<file path="src/rtl/data_mem_lsu.sv">
`default_nettype none
// data_mem_lsu -- word-organised data memory behind a RISC-V style load/store unit with fixed access latency.
// Optional build macro: DMEM_MISALIGN_CHECK_EN rejects misaligned H/HU/W accesses. Rev 1.0
module data_mem_lsu #(
  parameter int DEPTH       = 64,
  parameter int ADDR_W      = 32,
  parameter int WAIT_CYCLES = 1
) (
  input  logic              clk,
  input  logic              rst_n,
  input  logic              req_valid,
  output logic              req_ready,
  input  logic              req_we,
  input  logic [2:0]        req_size,
  input  logic [ADDR_W-1:0] req_addr,
  input  logic [31:0]       req_wdata,
  output logic              rsp_valid,
  input  logic              rsp_ready,
  output logic [31:0]       rsp_rdata,
  output logic              rsp_err
);

  localparam int IDX_W = $clog2(DEPTH);

  typedef enum logic [1:0] {
    IDLE = 2'd0,
    WAIT = 2'd1,
    RESP = 2'd2
  } state_t;

  state_t            state, state_nxt;
  logic [3:0]        cnt, cnt_nxt;
  logic              we_q;
  logic [2:0]        size_q;
  logic [ADDR_W-1:0] addr_q;
  logic [31:0]       wdata_q;
  logic [31:0]       mem [DEPTH];

  logic              accept, access, live;
  logic              a_we;
  logic [2:0]        a_size;
  logic [ADDR_W-1:0] a_addr;
  logic [31:0]       a_wdata;
  logic [IDX_W-1:0]  idx;
  logic              oor, bad_size, misalign, err;
  logic [31:0]       word, byte_sh, half_sh, load_data;
  logic [31:0]       lane_mask, lane_data, store_word;

  assign req_ready = (state == IDLE);
  assign rsp_valid = (state == RESP);
  assign accept    = req_valid && req_ready;

  always_comb begin
    state_nxt = state;
    cnt_nxt   = cnt;
    case (state)
      IDLE: begin
        if (req_valid) begin
          if (WAIT_CYCLES == 0) begin
            state_nxt = RESP;
          end else begin
            state_nxt = WAIT;
            cnt_nxt   = 4'(WAIT_CYCLES - 1);
          end
        end
      end
      WAIT: begin
        if (cnt == 4'd0) state_nxt = RESP;
        else             cnt_nxt   = cnt - 4'd1;
      end
      RESP: begin
        if (rsp_ready) state_nxt = IDLE;
      end
      default: state_nxt = IDLE;
    endcase
  end

  // With zero wait the access happens on the accept edge, so the live inputs are used
  // instead of the (not yet loaded) capture registers.
  assign access  = (state != RESP) && (state_nxt == RESP);
  assign live    = (state == IDLE);
  assign a_we    = live ? req_we    : we_q;
  assign a_size  = live ? req_size  : size_q;
  assign a_addr  = live ? req_addr  : addr_q;
  assign a_wdata = live ? req_wdata : wdata_q;

  assign idx = a_addr[IDX_W+1:2];

  generate
    if (ADDR_W > IDX_W + 2) begin : g_range
      assign oor = |a_addr[ADDR_W-1:IDX_W+2];
    end else begin : g_norange
      assign oor = 1'b0;
    end
  endgenerate

  assign bad_size = (a_size == 3'b011) || (a_size[2:1] == 2'b11) || (a_we && a_size[2]);

`ifdef DMEM_MISALIGN_CHECK_EN
  assign misalign = ((a_size[1:0] == 2'b01) && a_addr[0]) ||
                    ((a_size == 3'b010) && (a_addr[1:0] != 2'b00));
`else
  assign misalign = 1'b0;
`endif

  assign err  = oor || bad_size || misalign;
  assign word = mem[idx];

  // Lane selection ignores the sub-lane address bits, which forces natural alignment.
  assign byte_sh = word >> {a_addr[1:0], 3'b000};
  assign half_sh = word >> {a_addr[1], 4'b0000};

  always_comb begin
    load_data = word;
    case (a_size[1:0])
      2'b00:   load_data = {{24{byte_sh[7]  & ~a_size[2]}}, byte_sh[7:0]};
      2'b01:   load_data = {{16{half_sh[15] & ~a_size[2]}}, half_sh[15:0]};
      default: load_data = word;
    endcase
  end

  always_comb begin
    lane_mask = 32'hFFFF_FFFF;
    lane_data = a_wdata;
    case (a_size[1:0])
      2'b00: begin
        lane_mask = 32'h0000_00FF << {a_addr[1:0], 3'b000};
        lane_data = {4{a_wdata[7:0]}};
      end
      2'b01: begin
        lane_mask = 32'h0000_FFFF << {a_addr[1], 4'b0000};
        lane_data = {2{a_wdata[15:0]}};
      end
      default: begin
        lane_mask = 32'hFFFF_FFFF;
        lane_data = a_wdata;
      end
    endcase
    store_word = (word & ~lane_mask) | (lane_data & lane_mask);
  end

  always_ff @(posedge clk or negedge rst_n) begin
    if (!rst_n) begin
      state     <= IDLE;
      cnt       <= 4'd0;
      we_q      <= 1'b0;
      size_q    <= 3'd0;
      addr_q    <= '0;
      wdata_q   <= 32'd0;
      rsp_rdata <= 32'd0;
      rsp_err   <= 1'b0;
      for (int i = 0; i < DEPTH; i++) mem[i] <= 32'd0;
    end else begin
      state <= state_nxt;
      cnt   <= cnt_nxt;
      if (accept) begin
        we_q    <= req_we;
        size_q  <= req_size;
        addr_q  <= req_addr;
        wdata_q <= req_wdata;
      end
      if (access) begin
        rsp_err   <= err;
        rsp_rdata <= (err || a_we) ? 32'd0 : load_data;
        if (a_we && !err) mem[idx] <= store_word;
      end
    end
  end

endmodule
`default_nettype wire

</file>
<file path="config.mk">
export PLATFORM = sky130hd
export DESIGN_NAME = data_mem_lsu
export DESIGN_NICKNAME = d
export VERILOG_FILES = /design/src/rtl/data_mem_lsu.sv
export SDC_FILE = /design/constraint.sdc
export NUM_CORES = 2
export LEC_CHECK = 0
export BUFFER_PORTS_ARGS = -buffer_cell sky130_fd_sc_hd__buf_2
export CAP_MARGIN = 20
export CELL_PAD_IN_SITES_DETAIL_PLACEMENT = 1
export CELL_PAD_IN_SITES_GLOBAL_PLACEMENT = 2
export CORE_ASPECT_RATIO = 0.9
export CORE_MARGIN = 2
export CORE_UTILIZATION = 44
export DETAILED_ROUTE_END_ITERATION = 10
export PLACE_DENSITY_LB_ADDON = 0.1
export SLEW_MARGIN = 20
export SYNTH_ARGS = -nofsm -noshare
export SYNTH_HDL_FRONTEND = slang
export SYNTH_SLANG_ARGS = --single-unit
export TNS_END_PERCENT = 20
</file>
<file path="constraint.sdc">
create_clock -name clk -period 5.75 [get_ports clk]
set_input_delay 0 -clock clk [delete_from_list [all_inputs] [get_ports clk]]
set_output_delay 0 -clock clk [all_outputs]
set_load 0.05 [all_outputs]
</file>
Word level (Yosys, flattened, before mapping)
Cells that the tools add are included.
Widths: inputs -> output; s select.
- flip-flop bits (word level): 2155
- bits of input ports: 72
- output and inout port bits: 35
- word-level logic and storage cells: 134
- add/sub/neg operators: 1
- magnitude comparators: 2
- equal/unequal tests: 9
- shift operators: 4
- multiplexer cells: 21
- bitwise logic cells: 8
- reductions and logical operators: 17
- operator list (kind ; count):
    $bwmux 2048 ; 1
    $bmux 32 s6 ; 1
    $demux 32 s6 ; 1
    $mux 32 ; 6
    $pmux 32 s2 ; 3
    $and 32x32->32 ; 2
    $not 32->32 ; 1
    $or 32x32->32 ; 1
    $shl 16x5->32 const A ; 1
    $shl 8x5->32 const A ; 1
    $shr 32x5->16 ; 1
    $shr 32x5->8 ; 1
    $reduce_or 24->1 ; 1
    $mux 4 ; 2
    $pmux 4 s2 ; 1
    $ge 7x7->1 const B ; 1
    $lt 7x1->1 const B ; 1
    $not 6->7 ; 1
    $eq 2x2->1 const B ; 3
    $mux 2 ; 3
    $ne 2x2->1 const B ; 3
    $pmux 2 s3 ; 1
    $logic_and 1x1->1 ; 5
    $eq 2x1->1 const B ; 2
    other kinds (13) ; 18

Logic depth before layout (Yosys ltp)
- word-level depth: 10
- gate-level depth with buffers: 17
- gate-level depth less buffers: 10

Least setup slack after synthesis
OpenSTA, ideal clock, no wires.
- kind: reg2reg
- from: register state[0]
- to: register mem[411] (netlist bit)
- setup time: 0.128 ns
- arrival time: 3.476 ns
- data required time: 5.622 ns
- path slack: 2.147 ns
- cell stages (with the launch flop): 14
- path buffers: 7
- period minus slack after synthesis: 3.603 ns
- path through: dfrtp_1 or2_1 buf_4 inv_2 buf_2 buf_2 buf_2 clkbuf_1 clkbuf_1 a311oi_1 nor3_1 a21oi_4 buf_6 mux2_1
- cells in the longest elaborated chain, start to end: 9
- elaborated cells between the ends (all ways): 44
- classes of those cells: order compare: 2; eq/ne: 7; shift: 2; mux: 16; bitwise: 5; reduce/logical: 12
- ends and longest elaborated chain (what ; line ; text):
    start, declared ; 31 ; state_t state, state_nxt;
    start signal, assigned ; 154 ; state <= state_nxt;
    $logic_not 2->1 * ; -- ;
    net req_ready ; 12 ; output logic req_ready,
    $mux 32 or $mux 3 (tied branches) ; 84, 83 ;
    $not 6->7 (implied by the code) (tied with other cells) ; 107, 165 ;
    $bmux 32 s6 or $logic_or 1x1->1 (tied branches) ; 107, 97 ;
    $mux 32 (implied by the code) or $logic_or 1x1->1 (tied branches) ; 107, 97 ;
    $mux 32 (implied by the code) or $logic_or 1x1->1 (tied branches) ; 107, 106 ;
    $and 32x32->32 or $logic_not 1->1 (tied branches) ; 139, 165 ;
    $or 32x32->32 or $logic_and 1x1->1 (tied branches) ; 139, 165 ;
    $bwmux 2048 or $reduce_and 2->1 (tied branches) ; -- ;
    end signal, assigned by index ; 165 ; if (a_we && !err) mem[idx] <= store_word;
    end, declared ; 37 ; logic [31:0] mem [DEPTH];
Mark *: on every way through the listed nets, which the timed path passes. The rest lies on a longest branch. The select of a mux whose other input is x is not followed.
A chain may end at the register's enable or synchronous reset.

Worst setup path after layout
- from: register state[1]
- to: register mem[66] (netlist bit)
- cells in the longest elaborated chain, start to end: 9
- elaborated cells between the ends (all ways): 44
- classes of those cells: order compare: 2; eq/ne: 7; shift: 2; mux: 16; bitwise: 5; reduce/logical: 12
- ends and longest elaborated chain (what ; line):
    $logic_not 2->1 ; 56, 81
    $mux 32 or $mux 3 (tied branches) ; 84, 83
    $not 6->7 (implied by the code) (tied with other cells) ; 107, 165
    $bmux 32 s6 or $logic_or 1x1->1 (tied branches) ; 107, 97
    $mux 32 (implied by the code) or $logic_or 1x1->1 (tied branches) ; 107, 97
    $mux 32 (implied by the code) or $logic_or 1x1->1 (tied branches) ; 107, 106
    $and 32x32->32 or $logic_not 1->1 (tied branches) ; 139, 165
    $or 32x32->32 or $logic_and 1x1->1 (tied branches) ; 139, 165
    $bwmux 2048 or $reduce_and 2->1 (tied branches) ; --
Several ways; a longest one is shown, not always the timed one. The select of a mux whose other input is x is not followed.

==> summary.md <==
| Metric | Value |
|---|---|
| Min-delay worst type | primary input to asynchronous set/reset pin |
| Fin crit share | ~100% |
| Syn_nets | 9726 |
| Post-Place Cells | 12000 |
| Die area | 212700 µm² |
| CP Depth | 10 |
| Clock transition at the registers of the reported paths | roughly 60 ps |
| Primary FF master, synth | dfrtp_1 |
| CP top delay family | compound AO/OA/AOI/OAI gates |
| Worst Setup SP | state[1] |
| CTS max path bufs | 3 |
| FF-to-FF Start | state[1] |
| Post-DP Area | a little under 100000 µm² |
| Async set-or-reset flop fraction in the synthesized netlist | 100.0% |
| Crit-path cells | or2_2 -> inv_2 -> o21ai_0 -> nand2_2 -> buf_4 -> o22ai_1 -> or4_1 -> mux2_2 -> buf_4 -> o21ai_0 |
| Fin crit period | 5730 ps |
| Rel. slew slack | about 17% |
| Post-synth top area share | 58.65% |
| Final setup fails | 0 |
| Initial antenna violation count | 29 |
| Vias | a little over 80000 |
| Routed Antenna Nets | 0 |
| First-pass GRT wire length | 601.9 mm |
| Io pins | around 110 |
| H-tree Lvls | 4 |
| RSZ-0062 raised after global routing | false |
| Pleak | around 49 nW |
| Hold_ws | around 26 ps |
| CTS Root Cell | clkbuf_16 |
| CP Buf/Inv Count | 3 |
| Detailed Routing Iterations Pass 1 | 6 |
| Reg-to-Reg End | mem[66] |
| Worst slew pin tran | about 1200 ps |
| Worst Path Max Fanout | 64 |
| DRC viols | 0 |
| Max stage delay cell, worst path | o21ai_0 |
| Number of synthesized flops with an enable pin | 0 |
| Final Instance Area | ~110000 µm² |
| End of the critical path | mem[66] |
| Hpwl dp | around 250 mm |
| Final net count | 9763 |
| Fin. Hold Viols | 0 |
| Status | finished clean |
| Post-Route WL | roughly 420 mm |
| Worst setup path category | flip-flop to flip-flop |
| Top cell type by total area after synthesis | dfrtp_1 |
| Largest cells by area after synthesis | dfrtp_1, o21ai_0, nand2_1 |
| Max incr delay on CP | 770 ps |
| Ratio of cells with drive above 1 in the final layout | 11.49% |
| Pwr Density | roughly 590 nW/µm² |
| Fmax | between 150 and 200 MHz |
| Netlist cell types | between 90 and 100 |
| CTS tree | yes |
| Avg Vias per Cell | around 6.4 |
| GRT Resource Usage Total | about two fifths |
| Die height | roughly 440 µm |
| Routed WL per cell | approximately 33 µm |
| Number of I/O port buffers | ~110 |
| Final Max Slew Viols | 0 |
| Final Wtd Congestion | approximately 0.89 |
| Register area share after synthesis | 58.65% |
| Post-Synthesis Cells | between 9000 and 10000 |
| Finished Layout Cells | 12640 |
| VDD IR max | roughly 0.68 mV |
| Synth Area per Inst | roughly 9.5 µm² |
| Clk Latency, worst-skew pair | about 890 ps |
| Layout area overhead | 16.31% |
| Clk sinks | about 2200 |
| Worst EP arrival | 6420 ps |
| Crit path launch type | flip-flop |
| Die width | between 400 and 500 µm |
| WP data required | around 6400 ps |
| Crit. End Element | flip-flop |
| Yosys reg bits | ~2200 |
| Number of global-route vias before repair | about 82000 |
| # rows | 159 |
| Register-to-register setup slack | around 20 ps |
| Warnings, synthesis | 0 |
| Largest net degree at the start of global routing | 176 |
| Max_cap viols | 0 |
| Setup Skew | ~51 ps |
| Initial DRC Count | 8349 |
| Num CTS Buffers | 226 |
| Worst R2R Path Depth | 10 |
| Post-Syn Area | 91950 µm² |
| Grt ovf | 0 |
| Core area | roughly 210000 µm² |
| Final TNS setup | 0 ps |
| Initial Util | approximately 44% |
==> Yosys cell counts (44+ instances only) <==
master,n
o22a_1,59
o41ai_1,64
o221ai_1,88
o22ai_1,646
a21oi_1,45
and3_1,59
buf_2,150
nand3_1,64
mux2i_1,103
clkbuf_1,675
nor2_1,83
a32o_1,46
a31oi_1,49
nor4_1,67
dfrtp_1,2155
buf_4,44
o21ai_0,2020
mux2_2,65
nand2_1,2623
nor3_1,60
==> power breakdown <==
part           switching [mW]  internal (mW)
combinational            24.5           7.77
clock                    6.48           9.00
sequential              0.323           15.4
==> layout by cell type (no fill, tap or decap), types with 65 or more instances in the layout <==
cell and n:
dlygate4sd3_1 194, o22ai_1 645, clkbuf_16 230, clkbuf_8 67, nor4_1 66, nor2_1 74
buf_4 340, o21ai_0 2018, buf_12 89, nand2_1 2553, dfrtp_1 2155, o221ai_1 88
buf_2 105, mux2i_1 98, mux2_2 65
==> kinds of logic after synthesis <==
family	after synthesis	share of synthesized area, %
adder cells (fa/ha/maj)	2	0.02721
buffers and inverters	930	4.391
multiplexers	184	2.285
flip-flops	2155	58.65
AO/OA/AOI/OAI	3298	21.02
AND/OR/NAND/NOR	3081	13.61
XOR/XNOR	2	0.01905
==> tightest hold or removal path, delay by kind of cell <==
family	cells	cell delay (ps)
buffers and inverters	3	1320
==> flip-flops by register name, indices dropped and copies added (netlist names) <==
name,count
size_q,3
rsp_err,1
state,2
mem,2048
wdata_q,32
addr_q,32
rsp_rdata,32
we_q,1
cnt,4
==> layout make-up <==
class                   instances  area, µm²
flip-flops and latches       2155      53930
diodes                         14      35.03
inverters                       8      30.03
clock buffers                 357       6903
multi-input cells            6567      34890
repair buffers                731       6868
clock inverters                67      865.8
fillers                     22820     101100
well taps                    2737       3425
==> how the worst min path moves through the flow <==
| stage | start | endpoint | slack, ps |
|---|---|---|---|
| after CTS | rst_n | mem[1959] | 7 |
| final | rst_n | mem[1639] | 30 |
| after global routing | rst_n | mem[1975] | 40 |
| after global placement | rst_n | mem[1639] | 100 |
| after detailed placement | rst_n | mem[1639] | 110 |
| after floorplan | rst_n | addr_q[0] | -300 |
==> per-layer routing <==
metal	global-route usage (%)	routed length, µm	up-vias
met3	10.06	39680	959
met2	57.82	179500	3613
li1	-	-	34080
met4	15.87	18950	16
met5	0	103	-
met1	54.43	178000	42030
==> repair_timing <==
item,in CTS,in global routing
resized for setup,1,0
endpoints found under the hold margin,655,0
hold buffers,195,0
endpoints found under the setup margin,1,0
buffers inserted,0,0
==> stage by stage <==
stage,setup WS (ps),util (%),power [mW]
2_1_floorplan,2147,-,31.18
3_3_place_gp,120.3,46.67,46.31
3_5_place_dp,7.033,46.69,46.62
4_1_cts,327.7,51.37,62.34
5_1_grt,26.86,51.38,65.04
6_report,19.93,51.39,63.47
Power figures use the tool's default switching activity.
